`config.mk`:
```
export PLATFORM = sky130hd
export DESIGN_NAME = fcvt32
export DESIGN_NICKNAME = d
export VERILOG_FILES = /design/src/rtl/fcvt32.sv
export SDC_FILE = /design/constraint.sdc
export NUM_CORES = 1
export LEC_CHECK = 0
export CORE_ASPECT_RATIO = 1.25
export CORE_MARGIN = 2
export CORE_UTILIZATION = 25
export DETAILED_ROUTE_END_ITERATION = 12
export GPL_TIMING_DRIVEN = 0
export PLACE_DENSITY = 0.47
export SYNTH_ARGS = -nofsm -noshare
export SYNTH_HDL_FRONTEND = slang
export SYNTH_SLANG_ARGS = --single-unit
```
`constraint.sdc`:
```
create_clock -name clk -period 8 [get_ports clk]
set_clock_uncertainty 0.05 [all_clocks]
set_input_delay 1.2 -clock clk [delete_from_list [all_inputs] [get_ports clk]]
set_output_delay 1.2 -clock clk [all_outputs]
set_load 0.01 [all_outputs]
```
`src/rtl/fcvt32.sv`:
```
// Multi-cycle int32 <-> fp32 converter with valid/ready handshakes on both sides.
// Define FCVT32_FLAGS_EN to compile in invalid/inexact detection; otherwise flags reads 2'b00.
module fcvt32 (
    input  logic        clk,
    input  logic        rst_n,
    input  logic        in_valid,
    output logic        in_ready,
    input  logic        mode,
    input  logic [31:0] in_data,
    output logic        out_valid,
    input  logic        out_ready,
    output logic [31:0] out_data,
    output logic [1:0]  flags
);

    typedef enum logic [1:0] {StIdle, StNorm, StRound, StDone} state_e;

    state_e      state_q, state_d;
    logic        mode_q;
    logic [31:0] in_q;
    logic [31:0] norm_q;
    logic [7:0]  exp_q;
    logic        sign_q;
    logic        zero_q;
    logic        nan_q;
    logic        inf_q;
    logic        ovf_q;
    logic        minneg_q;
    logic        tiny_q;
    logic [31:0] out_data_q;

    function automatic logic [5:0] clz32(input logic [31:0] v);
        logic [5:0] n;
        n = 6'd32;
        for (int i = 0; i < 32; i++) begin
            if (v[i]) n = 6'(31 - i);
        end
        return n;
    endfunction

    // NORM-stage combinational analysis of the latched operand
    logic [31:0] mag;
    logic [5:0]  lzc;
    logic [31:0] norm_shift;
    logic [7:0]  f_exp;
    logic [22:0] f_frac;

    always_comb begin
        mag        = in_q[31] ? (~in_q + 32'd1) : in_q;
        lzc        = clz32(mag);
        norm_shift = mag << lzc;
        f_exp      = in_q[30:23];
        f_frac     = in_q[22:0];
    end

    // ROUND-stage result computation
    logic        rnd_up;
    logic        rnd_carry;
    logic [22:0] i2f_mant;
    logic [7:0]  i2f_exp;
    logic [31:0] i2f_res;
    logic [2:0]  lsh;
    logic [4:0]  rsh;
    logic        left_region;
    logic [31:0] f2i_mag;
    logic [31:0] f2i_int;
    logic [31:0] f2i_res;

    always_comb begin
        rnd_up    = norm_q[7] & ((|norm_q[6:0]) | norm_q[8]);
        // Bit 31 is always set after normalisation, so carry-out needs only [30:8] all ones
        rnd_carry = (&norm_q[30:8]) & rnd_up;
        i2f_mant  = norm_q[30:8] + {22'd0, rnd_up};
        i2f_exp   = exp_q + {7'd0, rnd_carry};
        i2f_res   = zero_q ? 32'd0 : {sign_q, i2f_exp, i2f_mant};

        lsh         = 3'(exp_q - 8'd150);
        rsh         = 5'(8'd150 - exp_q);
        left_region = (exp_q >= 8'd150);
        f2i_mag     = left_region ? (norm_q << lsh) : (norm_q >> rsh);
        f2i_int     = sign_q ? (~f2i_mag + 32'd1) : f2i_mag;

        if (nan_q) begin
            f2i_res = 32'h7FFF_FFFF;
        end else if (inf_q || ovf_q) begin
            f2i_res = sign_q ? 32'h8000_0000 : 32'h7FFF_FFFF;
        end else if (minneg_q) begin
            f2i_res = 32'h8000_0000;
        end else if (tiny_q) begin
            f2i_res = 32'd0;
        end else begin
            f2i_res = f2i_int;
        end
    end

    // FSM: state register
    always_ff @(posedge clk or negedge rst_n) begin
        if (!rst_n) begin
            state_q <= StIdle;
        end else begin
            state_q <= state_d;
        end
    end

    // FSM: next state
    always_comb begin
        state_d = state_q;
        case (state_q)
            StIdle:  if (in_valid) state_d = StNorm;
            StNorm:  state_d = StRound;
            StRound: state_d = StDone;
            StDone:  if (out_ready) state_d = StIdle;
            default: state_d = StIdle;
        endcase
    end

    // FSM: outputs
    always_comb begin
        in_ready  = (state_q == StIdle);
        out_valid = (state_q == StDone);
        out_data  = out_data_q;
    end

    always_ff @(posedge clk or negedge rst_n) begin
        if (!rst_n) begin
            mode_q     <= 1'b0;
            in_q       <= 32'd0;
            norm_q     <= 32'd0;
            exp_q      <= 8'd0;
            sign_q     <= 1'b0;
            zero_q     <= 1'b0;
            nan_q      <= 1'b0;
            inf_q      <= 1'b0;
            ovf_q      <= 1'b0;
            minneg_q   <= 1'b0;
            tiny_q     <= 1'b0;
            out_data_q <= 32'd0;
        end else begin
            case (state_q)
                StIdle: begin
                    if (in_valid) begin
                        mode_q <= mode;
                        in_q   <= in_data;
                    end
                end
                StNorm: begin
                    sign_q <= in_q[31];
                    if (!mode_q) begin
                        norm_q   <= norm_shift;
                        exp_q    <= 8'd158 - {2'b00, lzc};
                        zero_q   <= (mag == 32'd0);
                        nan_q    <= 1'b0;
                        inf_q    <= 1'b0;
                        ovf_q    <= 1'b0;
                        minneg_q <= 1'b0;
                        tiny_q   <= 1'b0;
                    end else begin
                        norm_q   <= {8'd0, (f_exp != 8'd0), f_frac};
                        exp_q    <= f_exp;
                        zero_q   <= (f_exp == 8'd0) && (f_frac == 23'd0);
                        nan_q    <= (f_exp == 8'hFF) && (f_frac != 23'd0);
                        inf_q    <= (f_exp == 8'hFF) && (f_frac == 23'd0);
                        // -2^31 is the one in-range value at exponent 158
                        ovf_q    <= (f_exp >= 8'd158) && (f_exp != 8'hFF) &&
                                    (in_q != 32'hCF00_0000);
                        minneg_q <= (in_q == 32'hCF00_0000);
                        tiny_q   <= (f_exp < 8'd127);
                    end
                end
                StRound: begin
                    out_data_q <= mode_q ? f2i_res : i2f_res;
                end
                default: ;
            endcase
        end
    end

`ifdef FCVT32_FLAGS_EN
    logic [31:0] rmask;
    logic        f2i_inexact;
    logic [1:0]  flags_d;
    logic [1:0]  flags_q;

    always_comb begin
        rmask = ~(32'hFFFF_FFFF << rsh);
        if (tiny_q) begin
            f2i_inexact = ~zero_q;
        end else if (left_region) begin
            f2i_inexact = 1'b0;
        end else begin
            f2i_inexact = |(norm_q & rmask);
        end

        if (!mode_q) begin
            flags_d = {1'b0, ~zero_q & (|norm_q[7:0])};
        end else if (nan_q || inf_q || ovf_q) begin
            flags_d = 2'b10;
        end else if (minneg_q) begin
            flags_d = 2'b00;
        end else begin
            flags_d = {1'b0, f2i_inexact};
        end
    end

    always_ff @(posedge clk or negedge rst_n) begin
        if (!rst_n) begin
            flags_q <= 2'b00;
        end else if (state_q == StRound) begin
            flags_q <= flags_d;
        end
    end

    assign flags = flags_q;
`else
    assign flags = 2'b00;
`endif

endmodule

```
==> Word-level counts from Yosys, hierarchy flattened <==
Index checks and enable logic that the tools add are counted.
{ "op_classes": {"shift": 3, "reduce_logical": 16, "n_mux": 53, "eq_ne": 9, "bitwise": 5, "n_addsub": 7, "magnitude_cmp": 3} }
{ "op_table": {"columns": ["op", "count"], "rows": [
  ["32-bit 2-to-1 mux", 11],
  ["6-bit 2-to-1 mux", 32],
  ["32-bit by 1-bit adder with 32-bit output, second input constant", 2],
  ["32-bit NOT", 2],
  ["32-bit == test, second input constant", 1],
  ["32-bit logical NOT", 1],
  ["32-bit inequality test, second input constant", 1],
  ["32-bit by 3-bit << shifter with 32-bit output", 1],
  ["32-bit by 6-bit << shifter with 32-bit output", 1],
  ["32-bit by 5-bit >> shifter with 32-bit output", 1],
  ["23-bit by 1-bit adder with 23-bit output", 1],
  ["23-bit logical NOT", 1],
  ["23-bit AND reduction", 1],
  ["23-bit nonzero test", 1],
  ["8-bit greater-or-equal comparator, second input constant", 2],
  ["8-bit by 1-bit adder with 8-bit output", 1],
  ["8-bit == test, second input constant", 1],
  ["8-bit logical NOT", 1],
  ["8-bit by 7-bit < comparator with 1-bit output, second input constant", 1],
  ["8-bit 2-to-1 mux", 1],
  ["8-bit inequality test, second input constant", 1],
  ["2-bit one-hot mux with 4 select lines", 1],
  ["8-bit nonzero test", 1],
  ["8-bit by 6-bit subtractor with 8-bit output, first input constant", 1],
  ["15 further kinds", 28]
]} }
{ "totals": {"elab_cells": 109, "regBits": 114} }

==> Longest topological paths before layout <==
{ "depth": {"depth_word": 37, "depth_mapped": 23, "ltp_nobuf": 16} }

==> Worst setup path after synthesis <==
Ideal clock, no wire load.
{ "synth_timing": {"path_type": "flip-flop to flip-flop", "from": "register exp_q[0]", "to": "register out_data_q[31], in the netlist out_data[31]", "setup_slack_ns": 2.417, "n_path_buf": 8, "stages_incl_launch_ff": 21, "setup_time_ns": 0.125, "required_time_ns": 7.825, "t_arrival_ns": 5.408, "path_cell_list": "dfrtp_1 > buf_2 > buf_4 > buf_2 > buf_4 > buf_2 > inv_1 > clkbuf_1 > ha_1 > buf_2 > buf_1 > mux4_2 > mux4_2 > mux2_2 > o21ai_1 > nor4b_2 > nand4_1 > o31ai_1 > xnor2_1 > o311ai_1 > mux2_2"} }
{ "synth_between": {"elab_chain_len": 11, "word_cells_on_any_way": 14, "cone_classes": "add/sub: 3; order compare: 1; shift: 2; mux: 7; bitwise: 1"} }
{ "synth_lines": {"columns": ["element", "line", "rtl"], "rows": [
  ["start: declaration", "22", "logic [7:0] exp_q;"],
  ["start signal: assignment", "150", "exp_q <= 8'd158 - {2'b00, lzc};"],
  ["start signal: assignment", "159", "exp_q <= f_exp;"],
  ["5-bit subtractor or 3-bit subtractor (tied branches)", "78, 77", null],
  ["32-bit by 5-bit >> shifter with 32-bit output or 32-bit by 3-bit << shifter with 32-bit output (tied branches)", "80", "f2i_mag = left_region ? (norm_q << lsh) : (norm_q >> rsh);"],
  ["32-bit 2-to-1 mux (*)", "80", null],
  ["32-bit NOT", "81", "f2i_int = sign_q ? (~f2i_mag + 32'd1) : f2i_mag;"],
  ["32-bit by 1-bit adder with 32-bit output", "81", null],
  ["32-bit 2-to-1 mux (*)", "81", null],
  ["32-bit 2-to-1 mux (*)", "89", "end else if (tiny_q) begin"],
  ["32-bit 2-to-1 mux (*)", "87", "end else if (minneg_q) begin"],
  ["32-bit 2-to-1 mux (*)", "85", "end else if (inf_q || ovf_q) begin"],
  ["32-bit 2-to-1 mux (*)", "83", "if (nan_q) begin"],
  ["32-bit 2-to-1 mux (*)", "171", "out_data_q <= mode_q ? f2i_res : i2f_res;"],
  ["end signal: assignment", "171", null],
  ["end: declaration", "30", "logic [31:0] out_data_q;"]
]} }
Mark *: on every way between the ends. The rest lies on a longest branch, timed or not.
A chain may end at the register's enable or synchronous reset.

==> Worst setup path in the final report <==
{ "layout_timing": {"from": "register exp_q[0]", "to": "register out_data_q[21], in the netlist out_data[21]"} }
Same word-level chain as after synthesis.

==> key figures <==
Timing
  • Unrepaired setup endpoints after global routing: false
  • FMAX: 133 MHz
  • Worst-Margin Slew: 1240 ps
  • Number of hold violations in the final report: 0
  • Slew margin rel.: between 10% and 20%
  • Final TNS setup: 0 ps
  • Max Slew Vio Count: 0
  • Fin crit period: 7490 ps
  • Tcrit/Tclk final: between 90% and 100%
  • Hold WS: 437 ps
  • Setup violators final: 0

Critical path
  • Crit-path cells: buf_2 -> buf_4 -> buf_2 -> buf_4 -> buf_2 -> inv_1 -> clkbuf_1 -> ha_1 -> buf_2 -> buf_1 -> mux4_2 -> mux2_2 -> mux2i_1 -> nor2_1 -> o31ai_1 -> and4_1 -> nand4_1 -> o31ai_1 -> xnor2_1 -> o21ai_1 -> a22oi_1 -> a21oi_1
  • CP Capture Type: register
  • Startpoint types: register
  • Slowest cell delay on critical path: 850 ps
  • R2r setup slk: 510 ps
  • CP top delay family: buffers and inverters
  • CP max FO: 10
  • Critical path class: register to register
  • CP Buf/Inv Count: 9
  • Crit-path most repeated cell: buf_2
  • Crit Reg-Reg Endpoint: out_data[21]$_DFFE_PN0P_
  • Critical Path RT: 8270 ps
  • Worst Path Arrival: just under 8000 ps
  • Crit-path slowest cell: o31ai_1
  • Reg-to-Reg Start: exp_q[0]$_DFFE_PN0N_
  • R2R cell count: 22

Global routing
  • Global route total overflow: 0
  • Initial antenna violation count: 0
  • Largest net degree at the start of global routing: just over 90
  • First-pass GRT wire length: 99,400 um
  • All-Layer GR Usage: 23.9%
  • Number of global-route vias before repair: 14,416

Detailed routing
  • Wire per inst: ~27 um
  • Antenna violation net count after detailed routing: 0
  • DRT iter0 DRCs: 1,270
  • Drt drc: 0
  • DR vias: 14,604
  • Drt first pass iters: 6
  • Total wire length: between 60,000 and 70,000 um
  • DR vias/cell: 5.76

Logic synthesis
  • Yosys warning count: 0
  • Post-synth EDFFs: 0
  • Yosys top cell by area: dfrtp_1
  • Largest cells by area after synthesis: dfrtp_1 (21%), mux4_2 (9.0%), mux2i_1 (5.2%)
  • Cells after Synth: 1,695
  • Post-synth top flop: dfrtp_1
  • Post-synth top area share: roughly a fifth
  • Count of cell types in the netlist: 97
  • Yosys reg bits: 114
  • Post-synthesis sequential area ratio: 20.8%
  • Asr flop ratio synth: 100%
  • Cell Area, Synth: 13,700 sq um
  • Syn Area/Cell: 8.10 sq um

Outcome
  • Status: finished clean

Floorplan
  • Die height: around 270 um
  • Num ports: between 70 and 80
  • Core area: 54,700 sq um
  • Initial Util: approximately 25%
  • Total Die Area: approximately 57,000 sq um
  • Rows: 96
  • Die W: 214 um

Placement
  • I/O Buffers: 70
  • Dpl hpwl: 54,900 um
  • Dpl cells: about 2,500
  • Cell Area, Placed: 15,400 sq um
  • Routability congestion estimate: 1.03

Clock tree
  • Worst skew pair latency: 460 ps
  • CTS tree: built
  • Clock transition at the registers of the reported paths: 70 ps
  • Post-CTS Setup Bufs: 0
  • CTS root buf: clkbuf_16
  • CTS Sinks: 114
  • Clk buf depth: 2
  • Total CTS buffers: 17
  • Post-CTS Hold Buffers: 0
  • Htree depth: 4

Layout
  • Synthesis-to-finish area growth: 16.5%
  • Post-route non-filler standard cell count: 2,534
  • ANT cells: 0
  • Share of layout cells above drive strength 1: 12.7%
  • Fin nets: 1,837
  • Final instance area: ~16,000 sq um

Hold path
  • Min-Delay Endpoint: out_data[13]$_DFFE_PN0P_
  • Hold Crit Class: register to register
  • Hold path start: out_data[13]$_DFFE_PN0P_
  • WHS Path Cells: 1

Job
  • Maxcap violations: 0
==> layout by cell type, fill, tap and decap left out, drive strengths merged, types with 51 or more instances in the layout <==
| cell | n |
|---|---|
| buf | 51 |
| mux4 | 55 |
| xnor2 | 67 |
| nor2 | 170 |
| nand3 | 51 |
| clkbuf | 133 |
| o21ai | 106 |
| a21oi | 85 |
| nand2 | 168 |
| clkdlybuf4s50 | 69 |
| mux2i | 71 |
| dfrtp | 114 |
| mux2 | 60 |
==> stage by stage <==
step,utilization [%],setup WS (ps)
6_report,29.3,508
5_1_grt,29.3,142
2_1_floorplan,-,2420
3_5_place_dp,28.1,436
4_1_cts,29.2,406
3_3_place_gp,28.1,456
==> flip-flops by register name, summed over array words and instances, names as in the netlist <==
register	count
zero_q	1
exp_q	8
nan_q	1
state_q	2
inf_q	1
in_q	32
ovf_q	1
tiny_q	1
minneg_q	1
sign_q	1
norm_q	32
out_data	32
mode_q	1
==> Yosys cell counts (all sizes together) (6+ instances only) <==
cell type	count
nand4	24
a221o	10
inv	33
a221oi	27
nand2	168
nor2b	12
or2	11
nor2	170
o32ai	10
mux2	60
a32oi	6
and2	18
buf	49
or4	7
a22oi	34
a31oi	27
or3	8
xor2	34
a21o	10
nand2b	8
nand3	51
clkbuf	116
mux2i	71
o211ai	22
xnor2	67
and3	20
ha	14
a311oi	8
nor3	42
nor4	14
mux4	55
a21oi	85
o21ai	106
o221ai	11
a211oi	18
dfrtp	114
a21boi	6
o22ai	19
o31ai	28
o41ai	11
==> cell type report <==
type                       instances  area, sq um
fill                            5942        38700
tap                              735          920
buffer                           165          714
inverter                          38          143
clock inverter                    15          164
multi-input combinational       1379        10000
timing repair buffer              71          729
sequential                       114         2850
clock buffer                      17          425
==> worst reg2reg max path: cells and delay by family, from the launching register on <==
kind / cells / cell delay [ps]
muxes: 3 / 1060
buffers and inverters: 9 / 2540
xor gates and xnor gates: 1 / 210
and+or+nand+nor: 3 / 910
adders and majority gates: 1 / 350
DFF: 1 / 450
AOI/OAI and AO/OA: 5 / 1800
==> routing by layer <==
metal	GRT usage, %	part of all wire, %	vias up
met3	2.43	4.3	201
met2	42.6	51	648
met4	15.6	7.3	0
li1	-	-	6618
met5	0	0	-
met1	26.9	37	7137
==> cell families after synthesis <==
| family | count (synthesis) | synth area share (%) |
|---|---|---|
| simple gates | 575 | 20.4 |
| compound gates | 501 | 25.6 |
| buf+inv | 203 | 6.24 |
| mux | 186 | 19.1 |
| flops | 114 | 20.8 |
| xor+xnor | 101 | 6.50 |
| fa+ha+maj | 14 | 1.28 |
| other cells | 1 | 0.0273 |
==> how the worst max path moves through the flow <==
stage,from,endpoint,cells past startpoint
2_1_floorplan,exp_q[0]$_DFFE_PN0N_,out_data[31]$_DFFE_PN0P_,20
3_3_place_gp,exp_q[0]$_DFFE_PN0N_,out_data[21]$_DFFE_PN0P_,23
3_5_place_dp,exp_q[0]$_DFFE_PN0N_,out_data[21]$_DFFE_PN0P_,23
4_1_cts,exp_q[0]$_DFFE_PN0N_,out_data[21]$_DFFE_PN0P_,23
5_1_grt,exp_q[0]$_DFFE_PN0N_,out_data[21]$_DFFE_PN0P_,22
6_report,exp_q[0]$_DFFE_PN0N_,out_data[21]$_DFFE_PN0P_,22
==> timing repair <==
action | CTS | global route
endpoints found under the hold margin | 0 | 0
setup endpoints to repair | 0 | 4
resized for setup | 0 | 3
Power is not shown: default switching activity piles up to over one toggle a cycle in this logic, so the estimate is an artifact.
